--- config.mk ---
export PLATFORM = sky130hd
export DESIGN_NAME = sao_lcu_sched
export DESIGN_NICKNAME = d
export VERILOG_FILES = /design/src/rtl/sao_pkg.sv /design/src/rtl/sao_addr_gen.sv /design/src/rtl/sao_lcu_sched.sv
export SDC_FILE = /design/constraint.sdc
export NUM_CORES = 1
export LEC_CHECK = 0
export ABC_AREA = 1
export BUFFER_PORTS_ARGS = -buffer_cell sky130_fd_sc_hd__clkbuf_2
export CAP_MARGIN = 30
export CORE_ASPECT_RATIO = 0.9
export CORE_MARGIN = 5
export CORE_UTILIZATION = 50
export DETAILED_ROUTE_END_ITERATION = 7
export PLACE_DENSITY = 0.81
export SKIP_LAST_GASP = 1
export SYNTH_ARGS = -nofsm -noshare
export SYNTH_HDL_FRONTEND = slang
export SYNTH_HIERARCHICAL = 1
export SYNTH_SLANG_ARGS = --single-unit
--- constraint.sdc ---
create_clock -name clk -period 6.6 [get_ports clk]
set_input_delay 0.66 -clock clk [delete_from_list [all_inputs] [get_ports clk]]
set_output_delay 0.66 -clock clk [all_outputs]
set_load 0.03 [all_outputs]
--- src/rtl/sao_pkg.sv ---
// Shared types and helpers for the SAO LCU scheduler: size encodings, FSM states,
// the latched parameter bundle and LCU edge length.
package sao_pkg;
  localparam int IMG_W = 128;

  localparam logic [1:0] SZ_16  = 2'd0;
  localparam logic [1:0] SZ_32  = 2'd1;
  localparam logic [1:0] SZ_64  = 2'd2;
  localparam logic [1:0] SZ_RSV = 2'd3;

  typedef enum logic [2:0] {ST_IDLE, ST_FILL, ST_PROC, ST_DRAIN, ST_DONE} state_t;

  typedef struct packed {
    logic [1:0]  typ;
    logic [4:0]  band_pos;
    logic        eo_class;
    logic [15:0] offset;
  } sao_param_t;

  // Reserved size code behaves as 16x16
  function automatic logic [1:0] sz_eff(input logic [1:0] s);
    return (s == SZ_RSV) ? SZ_16 : s;
  endfunction

  function automatic logic [6:0] N_of(input logic [1:0] s);
    return 7'd16 << sz_eff(s);
  endfunction
endpackage

--- src/rtl/sao_addr_gen.sv ---
// Combinational frame address: (lcu_y*N + row)*W + lcu_x*N + col, with LCU indices
// masked to the number of LCUs per frame row.
module sao_addr_gen
  import sao_pkg::*;
#(
  parameter int W = sao_pkg::IMG_W
) (
  input  logic [2:0]  lcu_x,
  input  logic [2:0]  lcu_y,
  input  logic [1:0]  size,
  input  logic [5:0]  row,
  input  logic [5:0]  col,
  output logic [13:0] addr
);
  logic [13:0] n, msk, xs, ys;

  always_comb begin
    n    = 14'(N_of(size));
    msk  = 14'(W / 16 - 1) >> sz_eff(size);
    xs   = {11'd0, lcu_x} & msk;
    ys   = {11'd0, lcu_y} & msk;
    addr = (ys * n + {8'd0, row}) * 14'(W) + xs * n + {8'd0, col};
  end
endmodule

--- src/rtl/sao_lcu_sched.sv ---
// LCU scheduler: fills the LCU buffer from the raster stream, replays it through
// the SAO datapath and emits delayed frame SRAM writes; finish after the last LCU.
module sao_lcu_sched
  import sao_pkg::*;
#(
  parameter int IMG_W = sao_pkg::IMG_W,
  parameter int PIPE  = 2
) (
  input  logic        clk,
  input  logic        reset,
  input  logic        in_en,
  input  logic [2:0]  lcu_x,
  input  logic [2:0]  lcu_y,
  input  logic [1:0]  lcu_size,
  input  logic [1:0]  sao_type,
  input  logic [4:0]  sao_band_pos,
  input  logic        sao_eo_class,
  input  logic [15:0] sao_offset,
  output logic        busy,
  output logic        finish,
  output logic        buf_we,
  output logic [11:0] buf_waddr,
  output logic        buf_re,
  output logic [11:0] buf_raddr,
  output logic [5:0]  cur_row,
  output logic [5:0]  cur_col,
  output logic [1:0]  cur_size,
  output logic [1:0]  p_type,
  output logic [4:0]  p_band_pos,
  output logic        p_eo_class,
  output logic [15:0] p_offset,
  output logic        sram_wen,
  output logic [13:0] sram_addr
);
  localparam int DW = (PIPE > 1) ? $clog2(PIPE) : 1;

  state_t              state, nstate;
  sao_param_t          prm;
  logic [2:0]          lx, ly, lcu_m;
  logic [11:0]         fill_cnt, rd_cnt, nn_m1;
  logic [5:0]          row, col, n_m1;
  logic [DW-1:0]       drn_cnt;
  logic                accept, rd_last, drn_last, last_lcu;
  logic [13:0]         rd_addr;
  logic [PIPE:0]       vld_pipe;
  logic [PIPE:0][13:0] addr_pipe;

  always_comb begin
    case (sz_eff(cur_size))
      SZ_32:   nn_m1 = 12'd1023;
      SZ_64:   nn_m1 = 12'd4095;
      default: nn_m1 = 12'd255;
    endcase
  end

  assign n_m1     = 6'(N_of(cur_size) - 7'd1);
  assign lcu_m    = 3'(IMG_W / 16 - 1) >> sz_eff(cur_size);
  assign last_lcu = ((lx & lcu_m) == lcu_m) && ((ly & lcu_m) == lcu_m);
  assign accept   = in_en && !busy && !finish;
  assign rd_last  = (rd_cnt == nn_m1);
  assign drn_last = (drn_cnt == DW'(PIPE - 1));

  always_ff @(posedge clk) begin
    if (reset) state <= ST_IDLE;
    else       state <= nstate;
  end

  always_comb begin
    nstate = state;
    case (state)
      ST_IDLE:  if (accept) nstate = ST_FILL;
      ST_FILL:  if (accept && fill_cnt == nn_m1) nstate = ST_PROC;
      ST_PROC:  if (rd_last) nstate = ST_DRAIN;
      ST_DRAIN: if (drn_last) nstate = last_lcu ? ST_DONE : ST_IDLE;
      default:  nstate = state;
    endcase
  end

  sao_addr_gen #(.W(IMG_W)) u_addr (
    .lcu_x (lx),
    .lcu_y (ly),
    .size  (cur_size),
    .row   (row),
    .col   (col),
    .addr  (rd_addr)
  );

  // vld_pipe[0] is the read strobe; stage PIPE is the matching SRAM write
  always_ff @(posedge clk) begin
    if (reset) begin
      busy      <= 1'b0;
      finish    <= 1'b0;
      buf_we    <= 1'b0;
      buf_waddr <= '0;
      buf_raddr <= '0;
      cur_row   <= '0;
      cur_col   <= '0;
      cur_size  <= '0;
      prm       <= '0;
      lx        <= '0;
      ly        <= '0;
      fill_cnt  <= '0;
      rd_cnt    <= '0;
      row       <= '0;
      col       <= '0;
      drn_cnt   <= '0;
      vld_pipe  <= '0;
      addr_pipe <= '0;
    end else begin
      buf_we    <= 1'b0;
      vld_pipe  <= {vld_pipe[PIPE-1:0], state == ST_PROC};
      addr_pipe <= {addr_pipe[PIPE-1:0], rd_addr};
      case (state)
        ST_IDLE: if (accept) begin
          lx        <= lcu_x;
          ly        <= lcu_y;
          cur_size  <= lcu_size;
          prm       <= {sao_type, sao_band_pos, sao_eo_class, sao_offset};
          buf_we    <= 1'b1;
          buf_waddr <= '0;
          fill_cnt  <= 12'd1;
        end
        ST_FILL: if (accept) begin
          buf_we    <= 1'b1;
          buf_waddr <= fill_cnt;
          fill_cnt  <= fill_cnt + 12'd1;
          if (fill_cnt == nn_m1) begin
            busy     <= 1'b1;
            fill_cnt <= '0;
          end
        end
        ST_PROC: begin
          buf_raddr <= rd_cnt;
          cur_row   <= row;
          cur_col   <= col;
          if (rd_last) begin
            rd_cnt  <= '0;
            row     <= '0;
            col     <= '0;
            drn_cnt <= '0;
          end else begin
            rd_cnt <= rd_cnt + 12'd1;
            if (col == n_m1) begin
              col <= '0;
              row <= row + 6'd1;
            end else begin
              col <= col + 6'd1;
            end
          end
        end
        ST_DRAIN: begin
          drn_cnt <= drn_cnt + DW'(1);
          if (drn_last) begin
            if (last_lcu) finish <= 1'b1;
            else          busy   <= 1'b0;
          end
        end
        default: ;
      endcase
    end
  end

  assign buf_re     = vld_pipe[0];
  assign sram_wen   = vld_pipe[PIPE];
  assign sram_addr  = addr_pipe[PIPE];
  assign p_type     = prm.typ;
  assign p_band_pos = prm.band_pos;
  assign p_eo_class = prm.eo_class;
  assign p_offset   = prm.offset;
endmodule
==> results.cfg <==
[sta]
fmax_mhz = 276
relSlewSlack_pct = 43.3
fin_crit_sh_pct = 55.0
grt_setup_unrepaired = no
final.setup_skew_ns = 0.0102
finalSetupViolCount = 0
timing.final.crit_period_ns = 3.63
tns_ns = 0
final_hold_viol_count = 0
finalMaxSlewViolations = 0
worst_pin_slew_ns = 0.850

[power_and_ir_drop]
p_leak_nw = 3.69
p_per_area_nw_per_um2 = 339
irDropWorstVdd_v = 0.000259

[synth]
ys.flop_type = dfxtp_1
ys_ff_latch = 156
ys_types = 44
synthMuxAreaShare_pct = 0
synth-compound-area-share_pct = 9.61
yosys_warnings = 6
synth_top_family_by_area = simple AND/OR/NAND/NOR gates
synth_edf_count = 0
synth_area_sq_um = 6910
synth.net_count = 984
yosys.area_share.simple_pct = 24.9
synth.avg_cell_area_sq_um = 7.56
yosysSeqAreaShare_pct = 45.2
postSynthCellCount = 914
synth-xor-area-share_pct = 2.53
async_flop_share_pct = 0
synth_fa_ha_area_share_pct = 6.77

[detailed_routing]
routedWlPerCell_um = 12.3
drt_iter0_drc = 339
wirelength_um = 14600
viasPerCell = 4.94
vias = 5825
ant_nets = 0
dr.pass1.iters = 6
drc = 0

[worst_setup_path]
critical-path-max-stage-delay_ns = 0.45
arrival_ns = 3.90
path_buf_inv = 3
cp-end-kind = flop
cp_cell_sequence = inv_1, ha_1, o21ai_0, nor2_1, fa_1, ha_1, fa_1, ha_1, ha_1, nand2_1, clkinv_1, a31oi_1, nand2_1, xor2_1, inv_1, nor2_1
worstPathMaxFanout = 5
critPathKind = flop to flop
crit_path_frequent_cell = ha_1
path_delay_family = adder cells
slowest_stage = fa_1
cp-start-kind = flop
required_ns = 6.88

[clocking]
clkSlewWorstSetupHoldPaths_ns = 0.06
cts_root_buf = clkbuf_16
clk_latency_ns = 0.43
h-tree-depth = 4
cts_inserted_buffers = 17
post_cts_resized = 0
cts_buffer_depth = 2
cts_num_sinks = 156
post_cts.repair.setup_buffers = 0
hold_buffers = 0
cts_tree = yes

[floorplan]
num_rows = 40
dieArea_sq_um = 16300
die_w_um = 134
core_sq_um = 13500
boundaryPins = 116
start_util_pct = 51.3
die_y_um = 122

[global_routing]
grt_pass1_wl_um = 24700
grtUsageTotal_pct = 18.5
grt_pass1_vias = 5406
antenna_found_initial = 0
grt_max_degree = 85
grt_overflow = 0

[layout]
fin_util_pct = 59.6
n_antenna_cell = 0
nNetsFinal = 1069
most-common-layout-cells = nand2_1 (170), nor2_1 (165), dfxtp_1 (156)
final_common_cell = nand2_1
drive_above_1_share_pct = 17.0
synthToLayoutAreaGrowth_pct = 16.2

[placed_design]
port_buffers = 115
place.gp.congestion = 0.879
dp_hpwl_um = 10100

[job]
cap_violations = 0

[min_path]
min_path_type = flop to flop

[status]
status = finished clean
[metal layers]
metal / GRT usage, % / routed length [um] / vias up
met5: 0 / 0 / -
met4: 6.30 / 257 / 0
met3: 6.77 / 915 / 26
met2: 30.0 / 6800 / 171
met1: 22.8 / 6580 / 2604
li1: - / - / 3024
[cells by family (layout without fill, tap and decap cells)]
kind of cell               count (synthesis)  after routing
and+or+nand+nor                          408            408
buffers and inverters                    170            268
DFF                                      156            156
AOI/OAI and AO/OA                        125            125
adders and majority gates                 35             35
xor gates and xnor gates                  20             20
[stage by stage]
stage	power, mW	setup WS (ns)	hold WS, ns	cell area (sq um)	instances
after floorplan	1.58	3.06	0.388	6910	914
after global placement	1.70	3.13	0.389	7400	1148
after detailed placement	1.71	2.99	0.392	7400	1148
after CTS	2.75	2.98	0.397	8030	1180
after global routing	2.87	2.75	0.415	8030	1180
final	2.72	2.97	0.398	8030	1180
[synthesized netlist by cell type (2+ instances only)]
cell,instances,area share [%]
nand2_1,170,9.2
nor2_1,165,9.0
dfxtp_1,156,45
inv_1,111,6.0
a21oi_1,62,4.5
o21ai_0,42,3.0
ha_1,31,5.6
nand3_1,29,2.1
buf_4,22,2.4
xor2_1,16,2.0
clkbuf_1,13,0.71
nand4_1,12,1.1
nor3_1,11,0.80
buf_2,9,0.65
inv_2,7,0.38
a31oi_1,5,0.45
buf_6,4,0.65
fa_1,4,1.2
nand3_2,4,0.58
nor2_2,4,0.36
o21ai_1,4,0.29
xnor2_1,4,0.51
a22oi_1,3,0.33
and2_1,2,0.18
buf_1,2,0.11
nand2_2,2,0.18
nand2_4,2,0.33
nor2_4,2,0.33
[where the power goes]
part / internal [mW] / switching, mW / total (mW)
registers: 1.03 / 0.0545 / 1.08
logic: 0.164 / 0.439 / 0.603
clock network: 0.645 / 0.389 / 1.03
total: 1.84 / 0.883 / 2.72
[registers in the layout, indices dropped and copies added (netlist names), 12 cells and up]
register / flops
p_offset: 16
buf_raddr: 12
fill_cnt: 12
addr_pipe: 28
buf_waddr: 12
sram_addr: 14
rd_cnt: 12
[final cells by class]
cell class                      instances  area (sq um)
Clock buffer                           19           443
Clock inverter                         13           190
Fill cell                            1194          5430
Inverter                              119           447
Multi-Input combinational cell        588          3030
Sequential cell                       156          3120
Tap cell                              168           210
Timing Repair Buffer                  117           591
[tightest hold or removal path, cell delays in order, from the launching register on]
cell	delay, ns
dfxtp_1	0.29
inv_1	0.04
nor2_1	0.03
[final timing paths]
check,start,to,slack (ns),cells past startpoint
worst max-delay path,cur_size[0]$_SDFFE_PP0P_,addr_pipe[11]$_SDFF_PP0_,2.97,16
worst min-delay path,addr_pipe[18]$_SDFF_PP0_,sram_addr[4]$_SDFF_PP0_,0.40,2
worst max register to register,cur_size[0]$_SDFFE_PP0P_,addr_pipe[11]$_SDFF_PP0_,2.97,16
worst min register to register,addr_pipe[18]$_SDFF_PP0_,sram_addr[4]$_SDFF_PP0_,0.40,2
No activity file was read; power rests on OpenSTA's default activity.
